[src/rtl/booth_accumulator.sv]
// booth_accumulator: accumulates NUM_TERMS signed 16-bit products per frame with a valid/ready handoff.
// Define BOOTH_ACC_SATURATE_EN to clamp overflowing adds instead of wrapping.
module booth_accumulator #(
  parameter int ACC_W = 24,
  parameter int NUM_TERMS = 4,
  localparam int CW = (NUM_TERMS > 1) ? $clog2(NUM_TERMS) : 1
) (
  input  logic             CLK,
  input  logic             RST,
  input  logic [15:0]      prod,
  input  logic             prod_valid,
  output logic             in_ready,
  input  logic             clear,
  output logic [ACC_W-1:0] acc_out,
  output logic             acc_valid,
  input  logic             acc_ready,
  output logic             overflow,
  output logic [CW-1:0]    term_cnt
);
  typedef enum logic {ACCUM, DONE} state_t;
  state_t           r_state;
  logic [ACC_W-1:0] r_acc;
  logic             r_ovf;
  logic [CW-1:0]    r_cnt;
  logic [ACC_W-1:0] w_ext;
  logic [ACC_W-1:0] w_sum;
  logic [ACC_W-1:0] w_next;
  logic             w_ovf;
  logic             w_last;
  always_comb begin
    w_ext  = {{(ACC_W-16){prod[15]}}, prod};
    w_sum  = r_acc + w_ext;
    w_ovf  = (r_acc[ACC_W-1] == w_ext[ACC_W-1]) && (w_sum[ACC_W-1] != r_acc[ACC_W-1]);
    w_last = r_cnt == CW'(NUM_TERMS - 1);
`ifdef BOOTH_ACC_SATURATE_EN
    // overflow can only happen with same-sign operands, so acc's sign picks the rail
    w_next = w_ovf ? {r_acc[ACC_W-1], {(ACC_W-1){~r_acc[ACC_W-1]}}} : w_sum;
`else
    w_next = w_sum;
`endif
  end
  always_ff @(posedge CLK) begin
    if (!RST || clear) begin
      r_state <= ACCUM;
      r_acc   <= '0;
      r_ovf   <= 1'b0;
      r_cnt   <= '0;
    end else if (r_state == DONE) begin
      if (acc_ready) begin
        r_state <= ACCUM;
        r_acc   <= '0;
        r_ovf   <= 1'b0;
      end
    end else if (prod_valid) begin
      r_acc   <= w_next;
      r_ovf   <= r_ovf | w_ovf;
      r_cnt   <= w_last ? '0 : r_cnt + CW'(1);
      r_state <= w_last ? DONE : ACCUM;
    end
  end
  assign in_ready  = r_state == ACCUM;
  assign acc_valid = r_state == DONE;
  assign acc_out   = r_acc;
  assign overflow  = r_ovf;
  assign term_cnt  = r_cnt;
endmodule

[config.mk]
export PLATFORM = sky130hd
export DESIGN_NAME = booth_accumulator
export DESIGN_NICKNAME = d
export VERILOG_FILES = /design/src/rtl/booth_accumulator.sv
export SDC_FILE = /design/constraint.sdc
export NUM_CORES = 1
export LEC_CHECK = 0
export ABC_CLOCK_PERIOD_IN_PS = 2960
export CAP_MARGIN = 20
export CORE_MARGIN = 10
export CORE_UTILIZATION = 50
export CTS_CLUSTER_DIAMETER = 150
export DETAILED_ROUTE_END_ITERATION = 7
export PLACE_DENSITY = 0.85
export SLEW_MARGIN = 20
export SYNTH_ARGS = -nofsm -noshare
export SYNTH_HDL_FRONTEND = slang
export SYNTH_SLANG_ARGS = --single-unit
[constraint.sdc]
create_clock -name CLK -period 2.96 [get_ports CLK]
set_clock_uncertainty 0.15 [all_clocks]
set_input_delay 0.444 -clock CLK [delete_from_list [all_inputs] [get_ports CLK]]
set_output_delay 0.444 -clock CLK [all_outputs]
set_load 0.05 [all_outputs]
Yosys cells after proc, flatten, opt, wreduce, memory -nomap -nowiden
Cells that the tools add are included.
{ "word_totals": {"ff_bits": 28, "word_cells": 29, "inputBits": 21, "out_inout_bits": 29} }
{ "classes": {"add_sub_neg": 2, "bitwise": 2, "n_eq_ne": 4, "n_mux": 11, "reduce_logical": 6} }
{ "op_table": {"columns": ["cell", "n"], "rows": [
  ["two-way mux 24 bit", 3],
  ["adder 24 bit", 1],
  ["two-way mux 1 bit", 7],
  ["AND reduction 2 bit", 2],
  ["adder 2 x 1 -> 2 bit, second input constant", 1],
  ["equality test 2 bit, second input constant", 1],
  ["two-way mux 2 bit", 1],
  ["inequality test 2 bit, second input constant", 1],
  ["nonzero test 2 bit", 1],
  ["equality test 1 bit", 1],
  ["logical AND 1 bit", 1],
  ["zero test 1 bit", 1],
  ["logical OR 1 bit", 1],
  ["inequality test 1 bit", 1],
  ["inverter 1 bit", 1],
  ["bitwise OR 1 bit", 1]
]} }

Depth between registers and ports, before layout
{ "depth": {"depth_word": 6, "mapped_depth": 9, "ltp_nobuf": 9} }

Least setup slack after synthesis
OpenSTA, ideal clock, no wires.
{ "synth_path": {"kind": "register to register", "start": "reg r_acc[0], in the netlist acc_out[0]", "end": "reg r_acc[22], in the netlist acc_out[22]", "setup_slack_ps": 242, "period_less_slack_ps": 2718, "setup_ps": 125, "required_ps": 2685, "n_path_buf": 0, "stages_incl_launch_ff": 10, "arrival_ps": 2443, "path_cell_list": "dfxtp_1 ha_1 fa_1 a211oi_1 o21ai_1 a41o_4 a21oi_4 o2bb2ai_2 xor2_1 o21ai_1"} }
{ "synth_via": {"elab_chain_cells": 3} }
{ "synth_lines": {"columns": ["element", "line_no", "source"], "rows": [
  ["from (decl)", "22", "logic [ACC_W-1:0] r_acc;"],
  ["from (signal assigned)", "55", "r_acc <= w_next;"],
  ["adder 24 bit", "32", "w_sum = r_acc + w_ext;"],
  ["two-way mux 24 bit", "54", "end else if (prod_valid) begin"],
  ["two-way mux 24 bit", "48", "end else if (r_state == DONE) begin"]
]} }
Every way passes these cells. The select of a mux whose other input is x is not followed.
A chain may end at the register's enable or synchronous reset.

Final worst setup path
{ "layout_path": {"start": "in prod[0]", "end": "reg r_acc[22], in the netlist acc_out[22]"} }
{ "layout_via": {"elab_chain_cells": 3} }
{ "layout_lines": {"columns": ["element", "line_no", "source"], "rows": [
  ["from (decl)", "10", "input logic [15:0] prod,"],
  ["adder 24 bit", "32", null],
  ["two-way mux 24 bit", "54", null],
  ["two-way mux 24 bit", "48", null]
]} }
Every way passes these cells. The select of a mux whose other input is x is not followed.

==> flow_summary.toml <==
[global_routing]
grt_pass1_wl_um = 10800
antenna_found_initial = 0
grt_overflow = 0
grt_pass1_vias = 2234
grt_max_degree = 17
grt_usage_pct = 17.2

[worst_setup_path]
critPathRequiredTime_ns = 2.99
crit_type = "in2reg"
worstRegToRegCells = 10
critPathMaxFanout = 3
r2r_slack_ns = 0.41
end_kind = "register"
crit_arrival_ns = 2.83
startpoint_type = "primary input"

[synth]
ys_seq_area_share_pct = 25.5
synth_top_cell_area_share_pct = 25.5
async_flop_share_pct = 0
ys_types = 57
synth_edf_count = 0
synthTopCellsByArea = "dfxtp_1 26%, ha_1 14%, a21oi_1 5.9%, nand2_1 5.5%, o21ai_0 5.2%"
synth_ff_type = "dfxtp_1"
avgSynthCellArea_um2 = 8.26
netlist_instances = 266
yosysTopAreaCell = "dfxtp_1"
synth_nets = 312
ys_warn_count = 0
ys_ff_latch = 28
syn_area_um2 = 2200

[floorplan]
core_area_um2 = 4290
ios = 50
dieArea_um2 = 7450
die_w_um = 86.3
start_util_pct = 51.2
row_count = 24
die_y_um = 86.3

[pwr]
swShare_pct = 34.3
p_seq_share_pct = 39.2
max-vdd-ir-drop_mv = 0.182
comb_power_share_pct = 36.9
switchingPower_uw = 356
power.leakage_uw = 0.00124
clkPwrFrac_pct = 24.0
p_int_uw = 682
powerDensity_nw_per_um2 = 348
finalPower_uw = 1040

[cells_and_area]
area_delta_synth_final_pct = 35.8
post-route-util_pct = 69.5
layout_commonest_cell = "clkdlybuf4s50_1"
final_cell_mix = "49 x clkdlybuf4s50_1, 32 x nand2_1, 28 x dfxtp_1, 26 x a21oi_1, 26 x buf_4"
final_cell_area_um2 = 2980
fin_cells = 391
drive_above_1_share_pct = 14.2
n_antenna_cell = 0
nNetsFinal = 386

[sta]
slew_headroom_pct = 65.2
max_freq_mhz = 356
rsz0062_at_grt = "no"
worst_pin_slew_ns = 0.520
finalCritPeriodShare_pct = 94.8
timing.hold.ws_ns = 0.332
period_needed_ns = 2.81
finalSetupViolCount = 0
hold_viol = 0
maxSlewViolCount = 0

[route]
route.met2.wl_um = 3110
wl_met3_um = 404
wl_met1_um = 2890
dr.pass1.iters = 4
vias = 2314
drt_iter0_markers = 174
ant_nets = 0
avgViaCountPerCell = 5.92
totalWireLength_um = 6450
remaining_drc_errors = 0
dr.max_layer_used = "met4"
wire_per_inst_um = 16.5

[run_status]
status = "finished, final reports clean"

[job]
max_cap_violations = 0

[clocking]
clk_path_buf_depth = 2
cts.clk_slew.worst_paths_ns = 0.10
root_buffer = "clkbuf_8"
cts_sinks = 28
cts_setup_buffers = 0
cts-buffers-inserted = 3
htree_levels = 1
worstSkewPairLatency_ns = 0.28
cts_tree = "yes"

[placed_design]
place_inst = 387
place_congestion = 0.964
dp_hpwl_um = 5020
portBuffers = 49
post_dp_cell_area_um2 = 2920

[worst_hold_path]
worstHoldPathCells = 2
hold_path_class = "reg2reg"
-- final timing paths --
check              startpoint           to
setup / recovery      prod[0]  acc_out[22]
hold reg to reg   acc_out[17]  acc_out[17]
setup reg to reg   acc_out[0]  acc_out[22]
hold / removal    acc_out[17]  acc_out[17]
-- kinds of logic after synthesis --
kind of cell | count (synthesis) | share of synthesized area (%)
compound gates | 103 | 32.3
buf+inv | 11 | 1.94
fa+ha+maj | 25 | 14.6
flops | 28 | 25.5
xor+xnor | 19 | 7.57
simple gates | 80 | 18.1
-- power by group through the flow --
stage | logic [uW] | registers (uW) | clock network (uW)
2_1_floorplan | 183 | 466 | 0
5_1_grt | 414 | 409 | 267
4_1_cts | 379 | 406 | 255
3_5_place_dp | 374 | 415 | 0
6_report | 382 | 406 | 249
3_3_place_gp | 365 | 414 | 0
-- critical path: stages --
cell and delay (ns):
clkdlybuf4s50_1 0.42, ha_1 0.23, fa_1 0.41, a211oi_2 0.20, buf_4 0.15, o21ai_1 0.10
a41o_4 0.33, a21oi_4 0.18, o2bb2ai_2 0.13, xor2_1 0.16, o21ai_1 0.08
-- repair_timing --
action                     4_1_cts  5_1_grt
setup endpoints to repair        0        2
hold endpoints to repair         0        0
resized for setup                0        1
hold buffers                     0        0
-- synthesized netlist by cell type (4+ instances only) --
cell	number
ha_1	24
o21bai_1	4
dfxtp_1	28
nor3_1	4
a22oi_1	8
xnor2_1	11
xor2_1	8
o21a_1	4
o21ai_1	6
clkbuf_1	5
o21ai_0	23
nand2_1	32
a21oi_1	26
nor2_1	18
inv_1	5
a211oi_1	4
-- layer usage --
metal  GRT usage (%)  vias to the layer above
met5               0                        -
met4            3.98                        0
met3            3.75                        5
met2            28.9                       79
met1            21.8                     1092
li1                -                     1138
-- state kept, by name (all words and copies together) (netlist names) --
signal and count:
term_cnt 2, acc_valid 1, acc_out 24, overflow 1
-- area by class of cell --
type,instances,area [um2]
repair buffers,75,686
fillers,353,1310
well taps,52,65.1
clock buffers,4,55.1
inverters,5,18.8
flip-flops and latches,28,561
multi-input cells,227,1600
-- stage by stage --
| step | setup slack, ns | setup TNS, ns |
|---|---|---|
| 2_1_floorplan | 0.242 | 0 |
| 3_3_place_gp | -0.0998 | -0.336 |
| 3_5_place_dp | -0.176 | -0.782 |
| 4_1_cts | 0.0996 | 0 |
| 5_1_grt | 0.00968 | 0 |
| 6_report | 0.154 | 0 |
(Power assumes the default switching activity.)
